<file path="src/rtl/txuart_pkg.sv">
// txuart_pkg: shared UART definitions (state encoding, bit-period
// derivation, FIFO depth). The receiver on the same link imports these too.
package txuart_pkg;

  typedef enum logic [2:0] {
    IDLE   = 3'd0,
    START  = 3'd1,
    DATA   = 3'd2,
    PARITY = 3'd3,
    STOP   = 3'd4
  } uart_state_e;

  localparam int FIFO_DEPTH = 4;
  localparam int DATA_BITS  = 8;

  // Bit period in clock cycles, truncated.
  function automatic int clks_per_bit(input int clk_freq, input int baud);
    return clk_freq / baud;
  endfunction

endpackage

</file>
<file path="src/rtl/txuart_if.sv">
// txuart_if: byte write handshake between game logic and the transmitter.
interface txuart_if;
  logic       i_wr;
  logic [7:0] i_data;
  logic       o_ready;
  logic       o_busy;

  modport master (output i_wr, i_data, input o_ready, o_busy);
  modport slave  (input i_wr, i_data, output o_ready, o_busy);
endinterface

</file>
<file path="src/rtl/uart_fifo.sv">
// uart_fifo: small synchronous FIFO. Head is visible combinationally on
// dout; a push while full is taken only when a pop frees the slot in the
// same cycle. Pointers wrap modulo DEPTH.
module uart_fifo #(
  parameter int WIDTH = 8,
  parameter int DEPTH = 4
) (
  input  logic             clk,
  input  logic             rstn,
  input  logic             push,
  input  logic [WIDTH-1:0] din,
  input  logic             pop,
  output logic [WIDTH-1:0] dout,
  output logic             empty,
  output logic             full
);
  localparam int PTR_W = (DEPTH > 1) ? $clog2(DEPTH) : 1;
  localparam int CNT_W = $clog2(DEPTH + 1);

  logic [WIDTH-1:0] mem [DEPTH];
  logic [PTR_W-1:0] wr_ptr, rd_ptr;
  logic [CNT_W-1:0] count;
  logic             do_push, do_pop;

  function automatic logic [PTR_W-1:0] ptr_inc(input logic [PTR_W-1:0] p);
    return (p == PTR_W'(DEPTH - 1)) ? '0 : p + 1'b1;
  endfunction

  assign empty   = (count == '0);
  assign full    = (count == CNT_W'(DEPTH));
  assign dout    = mem[rd_ptr];
  assign do_pop  = pop & ~empty;
  assign do_push = push & (~full | do_pop);

  // Pointer and occupancy bookkeeping.
  always_ff @(posedge clk or negedge rstn) begin
    if (!rstn) begin
      wr_ptr <= '0;
      rd_ptr <= '0;
      count  <= '0;
    end else begin
      if (do_push) wr_ptr <= ptr_inc(wr_ptr);
      if (do_pop)  rd_ptr <= ptr_inc(rd_ptr);
      case ({do_push, do_pop})
        2'b10:   count <= count + 1'b1;
        2'b01:   count <= count - 1'b1;
        default: count <= count;
      endcase
    end
  end

  // Storage, no reset needed.
  always_ff @(posedge clk) begin
    if (do_push) mem[wr_ptr] <= din;
  end

endmodule

</file>
<file path="src/rtl/txuart.sv">
// txuart: UART transmitter, 8N1 (or 8E1 with if_parity=1), LSB first.
// Optional macro TXUART_FIFO_EN puts a 4-entry FIFO in front of the FSM;
// without it the shift register is the only holding register.
//
// state  | meaning
// IDLE   | line high, waiting for a byte
// START  | start bit (low)
// DATA   | data bits, LSB first
// PARITY | even parity bit (only when if_parity=1)
// STOP   | stop bit (high); may chain straight into START
module txuart
  import txuart_pkg::*;
#(
  parameter int clkFreq   = 25000000,
  parameter int baudRate  = 115200,
  parameter bit if_parity = 1'b0
) (
  input  logic     clk,
  input  logic     rstn,
  txuart_if.slave  bus,
  output logic     o_uart_tx
);
  localparam int CPB   = clks_per_bit(clkFreq, baudRate);
  localparam int CNT_W = (CPB > 1) ? $clog2(CPB) : 1;

  uart_state_e      state, state_n;
  logic [CNT_W-1:0] cnt, cnt_n;
  logic [2:0]       idx, idx_n;
  logic [7:0]       shift, shift_n;
  logic             par, par_n;
  logic             tx_n;

  logic             bit_end, can_start, avail, load, wr_acc;
  logic [7:0]       next_byte;

  assign bit_end   = (cnt == CNT_W'(CPB - 1));
  // A new frame may begin from IDLE, or on the last cycle of a stop bit.
  assign can_start = (state == IDLE) || ((state == STOP) && bit_end);
  assign load      = can_start & avail;

`ifdef TXUART_FIFO_EN
  logic       fifo_empty, fifo_full, push, pop;
  logic [7:0] fifo_head;

  // pop depends only on FSM state so ready can include it without a loop.
  assign pop         = can_start & ~fifo_empty;
  assign bus.o_ready = ~fifo_full | pop;
  assign wr_acc      = bus.i_wr & bus.o_ready;
  assign avail       = ~fifo_empty | wr_acc;
  // Empty FIFO: the incoming byte bypasses storage and goes straight out.
  assign next_byte   = fifo_empty ? bus.i_data : fifo_head;
  assign push        = wr_acc & ~(load & fifo_empty);
  assign bus.o_busy  = (state != IDLE) | ~fifo_empty;

  uart_fifo #(
    .WIDTH (8),
    .DEPTH (FIFO_DEPTH)
  ) u_fifo (
    .clk   (clk),
    .rstn  (rstn),
    .push  (push),
    .din   (bus.i_data),
    .pop   (pop),
    .dout  (fifo_head),
    .empty (fifo_empty),
    .full  (fifo_full)
  );
`else
  assign bus.o_ready = (state == IDLE);
  assign wr_acc      = bus.i_wr & bus.o_ready;
  assign avail       = wr_acc;
  assign next_byte   = bus.i_data;
  assign bus.o_busy  = (state != IDLE);
`endif

  // Next-state, bit timing and next line value.
  always_comb begin
    state_n = state;
    cnt_n   = bit_end ? '0 : cnt + 1'b1;
    idx_n   = idx;
    shift_n = shift;
    par_n   = par;
    tx_n    = 1'b1;
    unique case (state)
      IDLE: begin
        cnt_n = '0;
        if (load) begin
          state_n = START;
          shift_n = next_byte;
          par_n   = ^next_byte;
        end
      end
      START: begin
        if (bit_end) begin
          state_n = DATA;
          idx_n   = '0;
        end
      end
      DATA: begin
        if (bit_end) begin
          shift_n = {1'b0, shift[7:1]};
          idx_n   = idx + 1'b1;
          if (idx == 3'd7) state_n = if_parity ? PARITY : STOP;
        end
      end
      PARITY: begin
        if (bit_end) state_n = STOP;
      end
      STOP: begin
        if (bit_end) begin
          if (load) begin
            state_n = START;
            shift_n = next_byte;
            par_n   = ^next_byte;
          end else begin
            state_n = IDLE;
          end
        end
      end
      default: state_n = IDLE;
    endcase
    // Line is registered from the next state so it changes with the state.
    case (state_n)
      START:   tx_n = 1'b0;
      DATA:    tx_n = shift_n[0];
      PARITY:  tx_n = par_n;
      default: tx_n = 1'b1;
    endcase
  end

  // State, counters and the registered TX line.
  always_ff @(posedge clk or negedge rstn) begin
    if (!rstn) begin
      state     <= IDLE;
      cnt       <= '0;
      idx       <= '0;
      shift     <= '0;
      par       <= 1'b0;
      o_uart_tx <= 1'b1;
    end else begin
      state     <= state_n;
      cnt       <= cnt_n;
      idx       <= idx_n;
      shift     <= shift_n;
      par       <= par_n;
      o_uart_tx <= tx_n;
    end
  end

endmodule

</file>
<file path="src/flat_wrapper.sv">
// flat-port wrapper written by rule: the top's interface ports become plain ports
module txuart_flat import txuart_pkg::*;
#(
  parameter int clkFreq   = 25000000,
  parameter int baudRate  = 115200,
  parameter bit if_parity = 1'b0
)
  (clk, rstn, o_uart_tx, bus_i_wr, bus_i_data, bus_o_ready, bus_o_busy);
  txuart_if bus_i ();
  input  logic clk;
  input  logic rstn;
  output logic o_uart_tx;
  input wire logic [$bits(bus_i.i_wr)-1:0] bus_i_wr;
  input wire logic [$bits(bus_i.i_data)-1:0] bus_i_data;
  output wire logic [$bits(bus_i.o_ready)-1:0] bus_o_ready;
  output wire logic [$bits(bus_i.o_busy)-1:0] bus_o_busy;
  assign bus_i.i_wr = bus_i_wr;
  assign bus_i.i_data = bus_i_data;
  assign bus_o_ready = bus_i.o_ready;
  assign bus_o_busy = bus_i.o_busy;
  txuart #(.clkFreq(clkFreq), .baudRate(baudRate), .if_parity(if_parity)) u_core (.clk(clk), .rstn(rstn), .bus(bus_i), .o_uart_tx(o_uart_tx));
endmodule
</file>
<file path="config.mk">
export PLATFORM = sky130hd
export DESIGN_NAME = txuart_flat
export DESIGN_NICKNAME = d
export VERILOG_FILES = /design/src/rtl/txuart_pkg.sv /design/src/rtl/txuart_if.sv /design/src/rtl/uart_fifo.sv /design/src/rtl/txuart.sv /design/src/flat_wrapper.sv
export SDC_FILE = /design/constraint.sdc
export NUM_CORES = 1
export LEC_CHECK = 0
export CAP_MARGIN = 20
export CORE_ASPECT_RATIO = 1.4
export CORE_UTILIZATION = 60
export DETAILED_ROUTE_END_ITERATION = 10
export DONT_BUFFER_PORTS = 1
export PLACE_DENSITY = 0.76
export REMOVE_ABC_BUFFERS = 1
export SYNTH_ARGS = -nofsm -noshare
export SYNTH_HDL_FRONTEND = slang
export SYNTH_HIERARCHICAL = 1
export SYNTH_SLANG_ARGS = --single-unit
</file>
<file path="constraint.sdc">
create_clock -name clk -period 4.4 [get_ports clk]
set_input_delay 0.88 -clock clk [delete_from_list [all_inputs] [get_ports clk]]
set_output_delay 0.88 -clock clk [all_outputs]
set_load 0.02 [all_outputs]
</file>
== Word-level counts from Yosys, hierarchy flattened ==
Index checks and enable logic that the tools add are counted.
Word-level totals
  register bits: 24
  input bits: 11
  output and inout bits: 3
  word-level logic and storage cells: 53
Cells by class
  add/subtract/negate cells: 2
  eq/ne operators: 12
  multiplexer cells: 21
  bitwise logic cells: 2
  reductions and logical operators: 9
Operator list (count)
  $mux W8: 5
  $mux W3: 8
  $pmux W8 S3: 1
  $pmux W3 S5: 1
  $eq A3 B2 Y1 const B: 4
  $add A8 B1 Y8 const B: 1
  $eq A8 B8 Y1 const B: 1
  $reduce_xor A8 Y1: 1
  $eq A3 B1 Y1 const B: 2
  $eq A3 B3 Y1 const B: 2
  $ne A2 B1 Y1 const B: 3
  $pmux W3 S2: 1
  $reduce_and A3 Y1: 2
  $reduce_bool A3 Y1: 2
  $add A3 B1 Y3 const B: 1
  $logic_not A3 Y1: 1
  $mux W1: 3
  $pmux W1 S3: 1
  $and A1 B1 Y1: 2
  $pmux W1 S2: 1
  $reduce_bool A2 Y1: 1
  $logic_and A1 B1 Y1: 1
  $logic_or A1 B1 Y1: 1

== Longest topological paths before layout ==
Gate-level depths: netlist of the first run.
  depth after elaboration: 9
  mapped depth: 8
  mapped depth without buffers: 7

== Worst setup path after synthesis of the first run ==
No wires, ideal clock.
  path type: reg-to-reg
  from: reg u_core.state[0]
  to: reg u_core.o_uart_tx
  setup time: 0.079 ns
  data arrival time: 1.881 ns
  required time: 4.321 ns
  path slack: 2.440 ns
  cell stages (with the launch flop): 8
  buffers on the path: 1
  period minus slack after synthesis: 1.960 ns
  cells stage by stage: dfrtp_1 or3_1 inv_1 and2_2 clkbuf_8 a31oi_1 or3_1 o21ai_0
On the way
  elaborated cells on any way between the ends: 27
  those cells by class: eq/ne: 7; mux: 15; bitwise: 2; reduce/logical: 3
RTL lines
  start: declaration: RTL line txuart.sv:26  | uart_state_e state, state_n;
  start signal: assignment: RTL line txuart.sv:141  | state <= state_n;
  $logic_not A3 Y1 (*): RTL line txuart.sv:69  | assign bus.o_ready = (state == IDLE);
  net bus_o_ready: RTL line flat_wrapper.sv:15  | output wire logic [$bits(bus_i.o_ready)-1:0] bus_o_ready;
  $and A1 B1 Y1 / $logic_or A1 B1 Y1 (equally long branches): RTL line txuart.sv:70, txuart.sv:38
  $and A1 B1 Y1: RTL line txuart.sv:39  | assign load = can_start & avail;
  $mux W1: RTL line txuart.sv:111  | if (load) begin
  $mux W3: RTL line txuart.sv:110  | if (bit_end) begin
  $pmux W3 S5: RTL line txuart.sv:84  | unique case (state)
  $eq A3 B2 Y1 / $eq A3 B1 Y1 (equally long branches): RTL line txuart.sv:123  | case (state_n)
  $pmux W1 S3 (*): RTL line txuart.sv:123
  net u_core.tx_n: RTL line txuart.sv:31  | logic tx_n;
  end signal: assignment: RTL line txuart.sv:146  | o_uart_tx <= tx_n;
  end: declaration: RTL line txuart.sv:21  | output logic o_uart_tx
Mark *: on every way through the listed nets, which the timed path passes. The rest lies on a longest branch. The select of a mux whose other input is x is not followed.
A chain may end at the register's enable or synchronous reset.

== Final worst setup path of the first run ==
  from: reg u_core.state[0]
  to: out bus_o_ready
On the way
  longest elaborated chain between the ends: 1
RTL lines (RTL line)
  $logic_not A3 Y1: txuart.sv:69
  end: declaration: flat_wrapper.sv:15
Every way passes these cells.

==> results of run 1 <==
cell usage in the layout (no fill, tap or decap), types with 4 or more instances in the layout:
cell and instances:
a22oi_1 6, dfrtp_1 23, ha_1 4, inv_1 7, nand2_1 15, nand3_1 5, nor2_1 11, xnor2_1 8
xor2_1 5
registers in the layout (all words and copies together), names as in the netlist:
| register | cells |
|---|---|
| u_core/o_uart_tx | 1 |
| u_core/state | 3 |
| u_core/par | 1 |
| u_core/shift | 8 |
| u_core/idx | 3 |
| u_core/cnt | 8 |
cell families (layout without fill, tap and decap cells):
kind of cell | after synthesis | in the layout | share of synthesized area, %
simple gates | 51 | 51 | 23.4
flops | 24 | 24 | 46.4
compound gates | 18 | 18 | 10.6
xor+xnor | 13 | 13 | 8.78
buf+inv | 11 | 11 | 5.41
fa+ha+maj | 4 | 4 | 3.86
mux | 2 | 2 | 1.54
cell type report:
type,instances,area [µm²]
Inverter,7,26.3
Clock buffer,4,36.3
Multi-Input combinational cell,88,624
Sequential cell,24,602
Tap cell,21,26.3
Fill cell,173,682
routing by layer:
| metal | wire length [µm] | track usage [%] | share of wire, % |
|---|---|---|---|
| met5 | 0 | 0 | 0 |
| met4 | 21 | 9.68 | 1.0 |
| met3 | 75 | 2.72 | 3.6 |
| met2 | 1080 | 35.3 | 52 |
| met1 | 917 | 26.8 | 44 |
power breakdown:
group | switching [W] | internal (W) | leakage, nW
Combinational | 0.0000540 | 0.0000539 | 0.354
Sequential | 0.0000436 | 0.000267 | 0.306
Clock | 0.0000614 | 0.0000505 | 0.0210
Total | 0.000159 | 0.000371 | 0.681
worst paths after layout:
path	from	end	slack [ns]	depth (start not counted)
setup reg to reg	u_core/state[0]$_DFF_PN0_	u_core/o_uart_tx$_DFF_PN1_	2.00	6
min in group clk	u_core/shift[1]$_DFFE_PN0P_	u_core/shift[1]$_DFFE_PN0P_	0.50	2
hold / removal	rstn	u_core/cnt[7]$_DFF_PN0_	0.25	0
setup / recovery	u_core/state[0]$_DFF_PN0_	bus_o_ready	1.88	2
max in group asynchronous	rstn	u_core/o_uart_tx$_DFF_PN1_	3.98	0
hold reg to reg	u_core/shift[1]$_DFFE_PN0P_	u_core/shift[1]$_DFFE_PN0P_	0.50	2
worst max-delay path, cell delays in order, from the launching register on:
cell     delay (ns)
dfrtp_1        0.53
or3_1          0.57
inv_1          0.24
stage by stage:
step	hold WS (ns)	area, µm²	worst slack (ns)
2_1_floorplan	0.446	1250	2.26
4_1_cts	0.239	1320	1.87
6_report	0.248	1320	1.88
3_3_place_gp	0.468	1280	2.11
5_1_grt	0.220	1320	1.80
3_5_place_dp	0.477	1280	2.02
==> metrics, run 1 <==
routability cong.=0.755; number of global-route vias before repair=891; Clk pin slew, worst setup/hold paths=0.13 ns; Buffers on Ports=0; first-pass GRT wire length=3520 µm; Routed WL=2100 µm; Post-synth top cells=dfrtp_1, nand2_1, nor2_1, xnor2_1, inv_1; Power, Total=0.000530 W; Seq/Total Area, Yosys=46.4%; DRC violations left=0; pwr/cell area=403 mW/mm²; DRT antenna net count=0; Worst EP required=3.52 ns; final hold vios=0; post-DP HPWL=1540 µm; post-CTS setup buffers=0; CP Class=register to output pin; initial antenna violation count=0; maxcap violations=0; Post-synth ARST share=100%; Core Rows=19; end-of-flow core utilization=65.9%; IO Pins=14; Clock Sinks=24; Final Cycle Share=57.3%; VDD IR max=0.000266 V; Yosys cell types=36; Worst setup EP type=output pin; Clock Tree Root=clkbuf_4; Inserted Diodes=0; H-Tree Level Count=1; clk buf depth=2; most area-consuming cells after synthesis=dfrtp_1, xnor2_1, nand2_1; height of the die=57.0 µm; Hold Path Class=input port to asynchronous set/reset pin; number of enable flip-flop cells after synthesis=0; Final Setup Violations=0; Die ar.=0.00235 mm²; final critical-path required period=2.52 ns; post-synth top area cell=dfrtp_1; post-layout net count=139; setup TNS=0 ns; Vias=875; #FFs+latches synth=24; top-count cell post-synth=dfrtp_1; Iteration-0 DRC Markers=50; most used flip-flop cell after synthesis=dfrtp_1; drt pass-1 iters=4; # hold bufs at CTS=0; worst skew pair latency=0.30 ns; Pleak=0.681 nW; status=finished clean; headroom to the max-slew limit=62.4%; critical path fanouts, max=11; Mean Syn Cell Area=10.5 µm²; Layout Skew=0.00497 ns; largest net degree at the start of global routing=25; fmax=397 MHz; layout cells sized above 1=11.4%; CP Launch Type=register; Vias/cell=6.08; Mapped Area=0.00130 mm²; Inst Count DP=140; Core Region=0.00200 mm²; CTS Buf Count=3; Starting Density=64.9%; top cell type's share of synthesized area=44.4%; cell count after synthesis=123; Final Max Slew Viols=0; CTS tree=yes; post-CTS sizing=0; synthesis-to-layout area growth=1.45%; unrepaired setup endpoints after global routing=no; Die X=41.3 µm; Tightest Pin Transition=0.560 ns; arrival time worst endpoint=1.64 ns; non-filler instance count after layout=144; global route overflow=0; drt wl/cell=14.6 µm; Tot GR Track Use=21.5%; Warnings, synthesis=6
Power figures use the tool's default switching activity.
==> run 2, diff against run 1 <==
CORE_UTILIZATION = 55   (was 60)
PLACE_DENSITY = 0.73   (was 0.76)
clock period = 2.15 ns   (was 4.4 ns; I/O delays follow)
==> run 2 against run 1 <==
  * Flip-flop and latch count stayed put
  * Wire length is 7.7% higher
  * Clock power is 110% higher
  * Clock-buffer cell count stayed put
  * Via count is 2.7% higher
  * Die area is 8.7% higher
  * Critical path type is now register to register
==> metrics, run 2 (synthesis results as in run 1) <==
status=finished clean; Die ar.=0.00256 mm²; Worst EP required=2.39 ns; multi-input logic area=631 µm²; critical path fanouts, max=6; drt wl/cell=14.8 µm; Routed WL=2260 µm; hold_sp=bus_i_data[3]; buffers and inverters on the worst path=1; CP Class=register to register; first-pass GRT wire length=3770 µm; storage element area=602 µm²; Layout Skew=0.00836 ns; number of global-route vias before repair=900; DRC violations left=0; IO Pins=14; H-Tree Level Count=1; metal3 WL=43 µm; CP Launch Type=register; final critical-path required period=1.93 ns; Clk pin slew, worst setup/hold paths=0.13 ns; layout cells sized above 1=16.8%; Metal-1 WL=1030 µm; Core Region=0.00220 mm²; DRT antenna net count=0; Tightest Pin Transition=0.608 ns; Iteration-0 DRC Markers=19; post-DP HPWL=1650 µm; pwr/cell area=793 mW/mm²; Final Cycle Share=89.7%; VDD IR max=0.000494 V; cells along the critical path=inv_1 > ha_1 > nand3b_4 > or2_1 > o32a_1 > or3_1 > o21ai_0; Setup WS pre-CTS=0.248 ns; CTS tree=yes; Reg2Reg Depth=7; largest net degree at the start of global routing=25; Pleak=0.721 nW; headroom to the max-slew limit=59.4%; clk buf depth=2; post-layout net count=147; Vias/cell=5.88; worst reg2reg setup slack=0.22 ns; Clock Sinks=24; Worst setup EP type=register; post-CTS setup buffers=0; Vias=899; worst skew pair latency=0.31 ns; Clock Tree Root=clkbuf_4; fmax=519 MHz; Inserted Diodes=0; global route overflow=0; Core Rows=20; final worst slack=0.222 ns; setup TNS=0 ns; Crit path largest cell delay=0.45 ns; height of the die=59.4 µm; Starting Density=58.9%; routability cong.=0.765; final hold vios=0; CTS Buf Count=3; drt pass-1 iters=4; initial antenna violation count=0; Final Setup Violations=0; met2 WL post-DR=1160 µm; filler cell count=191; unrepaired setup endpoints after global routing=no; Hold EP=u_core/shift[3]$_DFFE_PN0P_; arrival time worst endpoint=2.17 ns; Min-Delay Path Depth=2; most frequent cells in the layout=dfrtp_1, nand2_1, nor2_1; Buffers on Ports=0; Die X=43.0 µm; maxcap violations=0; R2R Path Start=u_core/cnt[0]$_DFF_PN0_; Worst R2R End=u_core/o_uart_tx$_DFF_PN1_; synthesis-to-layout area growth=7.43%; commonest non-fill, non-tap cell in the layout=dfrtp_1; CP top delay family=simple AND/OR/NAND/NOR gates; slowest CP cell=dfrtp_1; top flop regs=u_core/cnt: 8 flops, u_core/shift: 8 flops; Final Max Slew Viols=0; Hold Path Class=input port to register; Top Layer Used=met4; Tot GR Track Use=19.0%
[run 2: cell types whose count changed in the layout (fill, tap and decap cells not counted), sizes merged]
cell,previous run,this run
buf,0,7
dlygate4sd3,0,1
[run 2: how the worst max path moves through the flow]
stage | cells after the start | from | to
after floorplan | 6 | u_core/state[0]$_DFF_PN0_ | u_core/o_uart_tx$_DFF_PN1_
after global placement | 7 | u_core/cnt[0]$_DFF_PN0_ | u_core/o_uart_tx$_DFF_PN1_
after detailed placement | 7 | u_core/cnt[0]$_DFF_PN0_ | u_core/o_uart_tx$_DFF_PN1_
after CTS | 7 | u_core/cnt[0]$_DFF_PN0_ | u_core/o_uart_tx$_DFF_PN1_
after global routing | 7 | u_core/cnt[0]$_DFF_PN0_ | u_core/o_uart_tx$_DFF_PN1_
final | 7 | u_core/cnt[0]$_DFF_PN0_ | u_core/o_uart_tx$_DFF_PN1_
[run 2: through the flow]
step                hold slack, ns  util [%]  area, µm²  cells  power [W]
global route                 0.252      63.2       1390    153    0.00117
finish                       0.256      63.2       1390    153    0.00110
CTS                          0.256      62.3       1370    152    0.00111
global placement             0.135      60.2       1330    147   0.000853
floorplan                    0.134         -       1250    119   0.000809
detailed placement           0.135      60.2       1330    147   0.000867
[run 2: layer usage]
metal | global-route usage (%) | vias up
li1 | - | 446
met1 | 24.6 | 440
met2 | 32.5 | 11
met3 | 2.13 | 2
met4 | 7.36 | 0
met5 | 0 | -
[run 2: area by class of cell]
type | count | area share, %
sequential | 24 | 43.2
tap | 22 | 1.98
multi-input combinational | 88 | 45.3
clock buffer | 4 | 2.61
timing repair buffer | 8 | 5.03
inverter | 7 | 1.89
[run 2: worst reg2reg max path: stages, from the launching register on]
cell and delay, ns:
dfrtp_1 0.45, inv_1 0.08, ha_1 0.19, nand3b_4 0.10
or2_1 0.23, o32a_1 0.37, or3_1 0.37, o21ai_0 0.08
[run 2: timing repair]
action,CTS,global route
setup endpoints to repair,0,1
resized for setup,0,1
hold endpoints to repair,24,0
hold buffers,1,0
[run 2: report_power, final]
part           total [W]  internal (W)  switching (W)
Sequential      0.000626      0.000546      0.0000800
Combinational   0.000245      0.000120       0.000124
Clock           0.000233      0.000103       0.000130
==> run 3, diff against run 2 <==
SETUP_SLACK_MARGIN = 0.15   (was default)
==> run 3 against run 2 <==
  * Design area rose by 2.4%
  * Worst setup slack improved by 0.030 ns
  * Clock-buffer cell count did not move
  * Power rose by 1.4%
  * Wire length rose by 0.84%
  * Combinational power rose by 7%
  * First-iteration DRC count fell by 5.3%
  * Critical path type unchanged
  * Critical path depth did not move
  * Register-to-register slack improved by 0.03 ns
  * Sequential power barely moved
  * Flip-flop and latch count did not move
==> metrics, run 3 (synthesis results as in run 1) <==
first-pass GRT wire length=3770 µm; layout cells sized above 1=20.3%; Routed WL=2280 µm; H-Tree Level Count=1; drt pass-1 iters=4; worst reg2reg setup slack=0.25 ns; met2 WL post-DR=1210 µm; synthesis-to-layout area growth=10.0%; Starting Density=58.9%; Vias=906; CTS tree=yes; Core Rows=20; DRT antenna net count=0; arrival time worst endpoint=2.13 ns; clk buf depth=2; Hold Path Class=input port to register; post-layout net count=149; Buffers on Ports=0; drt wl/cell=14.7 µm; Worst R2R End=u_core/o_uart_tx$_DFF_PN1_; Power, Total=0.00112 W; Clk pin slew, worst setup/hold paths=0.13 ns; commonest non-fill, non-tap cell in the layout=dfrtp_1; Die X=43.0 µm; Worst EP required=2.38 ns; VDD IR max=0.000499 V; CP Launch Type=register; CP Launch Point=u_core/cnt[0]$_DFF_PN0_; Setup WS pre-CTS=0.248 ns; routability cong.=0.765; Top Layer Used=met4; final non-filler cell area=0.00143 mm²; post-DP HPWL=1650 µm; status=finished clean; CP Class=register to register; initial antenna violation count=0; metal3 WL=61 µm; number of global-route vias before repair=900; setup TNS=0 ns; filler cell count=179; most frequent cells in the layout=dfrtp_1, nand2_1, nor2_1; height of the die=59.4 µm; IO Pins=14; Worst setup EP type=register; dpl cell area=0.00133 mm²; Pleak=0.739 nW; Tot GR Track Use=19.0%; Inserted Diodes=0; pwr/cell area=785 mW/mm²; R2R Path Start=u_core/cnt[0]$_DFF_PN0_; Hold EP=u_core/shift[3]$_DFFE_PN0P_; Final Setup Violations=0; final critical-path required period=1.90 ns; unrepaired setup endpoints after global routing=no; fmax=527 MHz; final hold vios=0; hold_sp=bus_i_data[3]; Layout Skew=0.00356 ns; Min-Delay Path Depth=2; Metal-1 WL=992 µm; storage element area=602 µm²; headroom to the max-slew limit=60.6%; Iteration-0 DRC Markers=18; Die ar.=0.00256 mm²; multi-input logic area=649 µm²; Core Region=0.00220 mm²; final worst slack=0.252 ns; DRC violations left=0; Final Max Slew Viols=0; Final Cycle Share=88.3%; Clock Sinks=24; global route overflow=0; Fin Hold WS=0.261 ns; CTS Buf Count=3; Vias/cell=5.85; critical path fanouts, max=6; worst skew pair latency=0.30 ns; Tightest Pin Transition=0.588 ns; maxcap violations=0; Clock Tree Root=clkbuf_4; largest net degree at the start of global routing=25; top flop regs=u_core/cnt: 8 flops, u_core/shift: 8 flops; Reg2Reg Depth=7
-- run 3: layout make-up --
type	count	area share, %
Clock buffer	4	2.54
Sequential cell	24	42.2
Tap cell	22	1.93
Inverter	7	1.84
Timing Repair Buffer	10	5.96
Multi-Input combinational cell	88	45.5
-- run 3: layer usage --
metal | up-vias | track usage [%]
met5 | - | 0
met4 | 0 | 7.36
met3 | 2 | 2.13
met2 | 14 | 32.5
met1 | 442 | 24.6
li1 | 448 | -
-- run 3: timing repair --
action                     CTS  global route
hold endpoints to repair    24             0
resized for setup            0             7
hold buffers                 1             0
setup endpoints to repair    0             1
buffers inserted             0             2
-- run 3: worst max-delay path by stage --
stage | end | slack (ns) | depth (start not counted)
3_5_place_dp | u_core/o_uart_tx$_DFF_PN1_ | 0.25 | 7
4_1_cts | u_core/o_uart_tx$_DFF_PN1_ | 0.22 | 7
5_1_grt | u_core/o_uart_tx$_DFF_PN1_ | 0.15 | 7
6_report | u_core/o_uart_tx$_DFF_PN1_ | 0.25 | 7
2_1_floorplan | u_core/o_uart_tx$_DFF_PN1_ | 0.008 | 6
3_3_place_gp | u_core/o_uart_tx$_DFF_PN1_ | 0.30 | 7
-- run 3: through the flow --
step / utilization, % / instances
detailed placement: 60.2 / 147
finish: 64.8 / 155
global route: 64.8 / 155
floorplan: - / 119
CTS: 62.3 / 152
global placement: 60.2 / 147
-- run 3: power breakdown --
group	switching [W]	internal, W
logic	0.000129	0.000132
registers	0.0000826	0.000546
clock network	0.000127	0.000103
total	0.000339	0.000781
-- run 3: worst max-delay path: stages (launching register included) --
cell and delay, ns:
dfrtp_1 0.46, inv_2 0.07, ha_2 0.19, nand3b_4 0.10
or2_1 0.23, o32a_1 0.33, or3_1 0.37, o21ai_0 0.09
